===== src/rtl/pc_next_pkg.sv =====
// Shared encodings for the fetch-stage PC generator: FSM states and next-PC select.
package pc_next_pkg;

    typedef logic [1:0] state_t;

    localparam state_t ST_IDLE   = 2'b00;
    localparam state_t ST_RUN    = 2'b01;
    localparam state_t ST_HALTED = 2'b10;

    typedef enum logic [2:0] {
        SEL_HOLD,
        SEL_SEQ,
        SEL_BR,
        SEL_J,
        SEL_JR
    } pc_sel_e;

endpackage


===== src/rtl/pc_target_adder.sv =====
// Unsigned PC base plus signed, optionally shifted offset; reports wrap out of PC_LENGTH bits.
module pc_target_adder #(
    parameter int PC_LENGTH     = 11,
    parameter int OFFSET_LENGTH = 16,
    parameter int OFFSET_SHIFT  = 0
) (
    input  logic [PC_LENGTH-1:0]     base_i,
    input  logic [OFFSET_LENGTH-1:0] offset_i,
    output logic [PC_LENGTH-1:0]     sum_o,
    output logic                     wrap_o
);

    localparam int W = PC_LENGTH + OFFSET_SHIFT;

    logic signed [W-1:0] off_ext;
    logic signed [W-1:0] off_sh;
    logic        [W:0]   sum;

    generate
        if (OFFSET_LENGTH >= W) begin : g_trunc
            assign off_ext = offset_i[W-1:0];
        end else begin : g_sext
            assign off_ext = {{(W-OFFSET_LENGTH){offset_i[OFFSET_LENGTH-1]}}, offset_i};
        end
    endgenerate

    assign off_sh = off_ext <<< OFFSET_SHIFT;

    // Any non-zero bit above PC_LENGTH means carry out or borrow below zero.
    assign sum    = {{(W+1-PC_LENGTH){1'b0}}, base_i} + {off_sh[W-1], off_sh};
    assign sum_o  = sum[PC_LENGTH-1:0];
    assign wrap_o = |sum[W:PC_LENGTH];

endmodule


===== src/rtl/pc_next_unit.sv =====
// Registered fetch PC generator with IDLE/RUN/HALTED sequencing and a saturating fetch counter.
// Optional sticky wrap flag output under `define PC_WRAP_DETECT_EN.
module pc_next_unit
    import pc_next_pkg::*;
#(
    parameter int PC_LENGTH     = 11,
    parameter int OFFSET_LENGTH = 16,
    parameter int OFFSET_SHIFT  = 0,
    parameter int INC_STEP      = 1,
    parameter int RESET_PC      = 0,
    parameter int COUNT_LENGTH  = 32
) (
    input  logic                     i_clock,
    input  logic                     i_reset,
    input  logic                     i_enable,
    input  logic                     i_stall,
    input  logic                     i_halt,
    input  logic                     i_branch_taken,
    input  logic [OFFSET_LENGTH-1:0] i_branch_offset,
    input  logic                     i_jump,
    input  logic [PC_LENGTH-1:0]     i_jump_target,
    input  logic                     i_jump_reg,
    input  logic [PC_LENGTH-1:0]     i_reg_target,
    output logic [PC_LENGTH-1:0]     o_pc,
    output logic [PC_LENGTH-1:0]     o_pc_plus_step,
    output logic                     o_valid,
    output logic                     o_halted,
`ifdef PC_WRAP_DETECT_EN
    output logic                     o_wrap,
`endif
    output logic [COUNT_LENGTH-1:0]  o_fetch_count
);

    state_t                  state_q, state_d;
    pc_sel_e                 sel;
    logic [PC_LENGTH-1:0]    pc_q, pc_d;
    logic [COUNT_LENGTH-1:0] cnt_q, cnt_d;
    logic [PC_LENGTH:0]      seq_sum;
    logic [PC_LENGTH-1:0]    br_sum;
    logic                    br_wrap;

    always_ff @(posedge i_clock) begin
        if (i_reset) state_q <= ST_IDLE;
        else         state_q <= state_d;
    end

    always_comb begin
        state_d = state_q;
        case (state_q)
            ST_IDLE:   if (i_enable) state_d = ST_RUN;
            ST_RUN:    if (i_halt)   state_d = ST_HALTED;
            ST_HALTED: state_d = ST_HALTED;
            default:   state_d = ST_IDLE;
        endcase
    end

    always_comb begin
        o_valid  = (state_q == ST_RUN);
        o_halted = (state_q == ST_HALTED);
        sel      = SEL_HOLD;
        if (state_q == ST_RUN && !i_halt && !i_stall) begin
            if      (i_jump_reg)     sel = SEL_JR;
            else if (i_jump)         sel = SEL_J;
            else if (i_branch_taken) sel = SEL_BR;
            else                     sel = SEL_SEQ;
        end
    end

    assign seq_sum        = {1'b0, pc_q} + (PC_LENGTH+1)'(INC_STEP);
    assign o_pc_plus_step = seq_sum[PC_LENGTH-1:0];

    pc_target_adder #(
        .PC_LENGTH     (PC_LENGTH),
        .OFFSET_LENGTH (OFFSET_LENGTH),
        .OFFSET_SHIFT  (OFFSET_SHIFT)
    ) u_br_adder (
        .base_i   (o_pc_plus_step),
        .offset_i (i_branch_offset),
        .sum_o    (br_sum),
        .wrap_o   (br_wrap)
    );

    always_comb begin
        pc_d = pc_q;
        case (sel)
            SEL_SEQ: pc_d = o_pc_plus_step;
            SEL_BR:  pc_d = br_sum;
            SEL_J:   pc_d = i_jump_target;
            SEL_JR:  pc_d = i_reg_target;
            default: pc_d = pc_q;
        endcase
        cnt_d = cnt_q;
        if (sel != SEL_HOLD && cnt_q != '1) cnt_d = cnt_q + 1'b1;
    end

    always_ff @(posedge i_clock) begin
        if (i_reset) begin
            pc_q  <= PC_LENGTH'(RESET_PC);
            cnt_q <= '0;
        end else begin
            pc_q  <= pc_d;
            cnt_q <= cnt_d;
        end
    end

`ifdef PC_WRAP_DETECT_EN
    logic wrap_q, wrap_d;

    always_comb begin
        wrap_d = wrap_q;
        if ((sel == SEL_SEQ && seq_sum[PC_LENGTH]) || (sel == SEL_BR && br_wrap)) wrap_d = 1'b1;
    end

    always_ff @(posedge i_clock) begin
        if (i_reset) wrap_q <= 1'b0;
        else         wrap_q <= wrap_d;
    end

    assign o_wrap = wrap_q;
`endif

    assign o_pc          = pc_q;
    assign o_fetch_count = cnt_q;

endmodule


===== config.mk =====
export PLATFORM = sky130hd
export DESIGN_NAME = pc_next_unit
export DESIGN_NICKNAME = d
export VERILOG_FILES = /design/src/rtl/pc_next_pkg.sv /design/src/rtl/pc_target_adder.sv /design/src/rtl/pc_next_unit.sv
export SDC_FILE = /design/constraint.sdc
export NUM_CORES = 1
export LEC_CHECK = 0
export BUFFER_PORTS_ARGS = -buffer_cell sky130_fd_sc_hd__buf_2
export CORE_MARGIN = 2
export CORE_UTILIZATION = 56
export DETAILED_ROUTE_END_ITERATION = 16
export GPL_TIMING_DRIVEN = 1
export PLACE_DENSITY = 0.95
export SYNTH_ARGS = -nofsm -noshare
export SYNTH_HDL_FRONTEND = slang
export SYNTH_SLANG_ARGS = --single-unit

===== constraint.sdc =====
create_clock -name i_clock -period 4.6 [get_ports i_clock]
set_input_delay 0.92 -clock i_clock [delete_from_list [all_inputs] [get_ports i_clock]]
set_output_delay 0.92 -clock i_clock [all_outputs]
set_load 0.01 [all_outputs]

==> impl_results.rst <==
.. list-table::
   :header-rows: 1

   * - Metric
     - Value
   * - Htree depth
     - 2
   * - Die footprint
     - around 6400 sq um
   * - Post-synthesis instance total
     - approximately 400
   * - Max-Cap Viols
     - 0
   * - Sequential Area
     - approximately 900 sq um
   * - Areal power density over the cells
     - between 200 and 250 nW/um^2
   * - Horizontal extent of the die
     - roughly 80 um
   * - Syn_area_per_cell
     - a little over 8 sq um
   * - Slowest stage delay, CP
     - slightly above 500 ps
   * - Status
     - completed
   * - Placeable core region
     - 5570 sq um
   * - Ys Warns
     - 0
   * - Seq/Total Area, Yosys
     - 0.276
   * - Effective utilization at floorplan
     - 0.585
   * - Minimum setup slack in the final design
     - approximately 1700 ps
   * - Clock latency at the later pin of the worst-skew pair
     - 300 ps
   * - Number of setup violations in the final report
     - 0
   * - Final-report hold violation count
     - 0
   * - Number of placement rows
     - 27
   * - Post-route ant nets
     - 0
   * - Maximum number of pins on one net before global-route repair
     - 47
   * - Setup WS pre-CTS
     - between 1500 and 2000 ps
   * - Total instance count after detailed placement
     - around 550
   * - Hold Buf Count CTS
     - 0
   * - Drt wl/cell
     - 16.0 um
   * - First-pass GRT wire length
     - roughly 15 mm
   * - Number of buffers inserted by post-CTS setup repair
     - 0
   * - Initial antenna violation count
     - 0
   * - Relative slew margins
     - 0.446
   * - Number of I/O pins
     - between 100 and 150
   * - Shortest period the worst path allows
     - 2940 ps
   * - Number of slew-limit violations in the final report
     - 0
   * - DPL Wire Length
     - about 6.6 mm
   * - Final wirelength
     - roughly 9.0 mm
   * - Via count of the first global-routing pass
     - roughly 3300
   * - EDFF count, synth
     - 0
   * - Period utilization
     - 0.638
   * - Top library cells by usage in the layout, fill and taps aside
     - buf_2, dfxtp_1, nand2_1
   * - Slowest stage cell, crit path
     - dfxtp_1
   * - Max Root-Sink Buffers
     - 2
   * - Net count after synthesis
     - between 400 and 500
   * - Overall via count from detail_route
     - 3562
   * - CTS tree
     - built
   * - Path type of the worst min-delay path
     - register to register
   * - Number of remaining DRC errors
     - 0
   * - Worst IR Drop VDD
     - ~0.19 mV
   * - Detailed-route vias per instance
     - roughly 6.3
   * - Worst path cell trace
     - ha_1 > nand3_1 > nor3_1 > xor2_1 > buf_2
   * - Pleak
     - roughly 0.0017 uW
   * - Total Nets Final
     - roughly 550
   * - Count of port buffers added during placement
     - 96
   * - Total global routing track utilization
     - 0.284
   * - Kind of critical path
     - register to output port
   * - GPL Wtd Cong
     - 0.979
   * - Unrepaired setup endpoints after global routing
     - false
   * - Chip Height
     - 80.3 um
   * - Number of DRC markers after the initial detailed-route iteration
     - between 200 and 300
   * - Most used flip-flop cell after synthesis
     - dfxtp_1
   * - Number of clock buffers inserted by TritonCTS
     - 5
   * - Reg clk slew, reported paths
     - 90 ps
   * - Congestion Overflow GR
     - 0
   * - Worst setup EP type
     - output port
   * - Commonest non-fill, non-tap cell in the layout
     - buf_2
   * - Clock Root Buffer
     - clkbuf_8
   * - Critical Path AT
     - between 2000 and 2500 ps
   * - Synthesis-to-layout area growth
     - 17.6%
   * - Critical Path RT
     - roughly 3700 ps
   * - First-pass iteration count of the detailed router
     - 5
   * - Sum of negative setup slack
     - 0 ps
   * - Fin Clk Skew
     - between 7 and 8 ps
   * - Diode insertion count for antenna repair
     - 0
   * - Startpoint kind of the worst setup timing path
     - register
   * - Post-route insts no fill
     - about 560
   * - Highest fanout seen on the critical path
     - 8
   * - F_max
     - ~0.34 GHz
   * - Multi-input logic area
     - 2200 sq um
   * - Post-synthesis instance area
     - ~3300 sq um
   * - Cts repair resizes
     - 0
   * - Total of fill cells in the finished design
     - around 460
   * - Count of different cell masters after synthesis
     - between 60 and 70
   * - Ratio of cells with drive above 1 in the final layout
     - 0.267
   * - Flop and latch count out of synthesis
     - 45
   * - Post-synthesis async set-or-reset flop share
     - 0
   * - Fin util
     - 0.688
   * - Slew of the pin with the lowest slew margin
     - ~830 ps
   * - Number of sinks on the clock net
     - 45
power by group:
group          total [uW]  switching, uW  internal, uW
Clock                 243            138           105
Combinational         160           93.9          66.4
Sequential            407           10.2           397
Total                 810            242           568
routing by layer:
metal | wire length [um] | track usage | part of all wire | vias to the layer above
li1 | - | - | - | 1707
met3 | 594 | 0.0438 | 0.066 | 29
met1 | 3600 | 0.329 | 0.40 | 1654
met5 | 0 | 0 | 0 | -
met4 | 261 | 0.119 | 0.029 | 0
met2 | 4550 | 0.517 | 0.51 | 172
area by class of cell:
type	instances	share of cell area
sequential	45	0.235
clock buffer	5	0.0180
clock inverter	3	0.00457
tap	72	0.0235
inverter	15	0.0147
timing repair buffer	98	0.129
multi-input combinational	324	0.575
sequential cells by signal (all words and copies together) (netlist names):
register	count
o_fetch_count	32
o_pc	11
state_q	2
cells in the mapped netlist (all sizes together) (10+ instances only):
master / instances / share of area
nand3: 28 / 0.043
ha: 16 / 0.061
nor2b: 10 / 0.019
o21ai: 15 / 0.026
nor2: 30 / 0.035
or4: 12 / 0.028
clkbuf: 14 / 0.016
nand4: 10 / 0.023
dfxtp: 45 / 0.28
a21oi: 30 / 0.048
nand2: 31 / 0.036
inv: 14 / 0.016
nor3: 11 / 0.025
critical path, delay by kind of cell, from the launching register on:
kind | cells | cell delay (ps)
simple gates | 2 | 630
flops | 1 | 510
fa+ha+maj | 1 | 250
xor+xnor | 1 | 180
buf+inv | 1 | 140
worst paths after layout:
check	slack (ps)	start	depth (start not counted)	endpoint
min reg2reg	500	o_fetch_count[20]	2	o_fetch_count[20]
max	1660	o_pc[1]	5	o_pc_plus_step[10]
max reg2reg	1920	o_pc[1]	9	o_pc[8]
min	500	o_fetch_count[20]	2	o_fetch_count[20]
per-stage QoR:
stage	hold slack (ps)	cell area, sq um	total power [uW]
floorplan	504	3260	518
global placement	475	3750	565
detailed placement	486	3750	573
CTS	499	3830	812
global route	538	3830	847
finish	504	3830	810
cells by family (layout without fill, tap and decap cells):
family / after synthesis / after routing / synth area share
simple gates: 171 / 171 / 0.293
compound gates: 111 / 111 / 0.236
flops: 45 / 45 / 0.276
buf+inv: 35 / 121 / 0.0491
fa+ha+maj: 17 / 17 / 0.0675
xor+xnor: 17 / 17 / 0.0499
mux: 8 / 8 / 0.0284
Power figures use the tool's default switching activity.
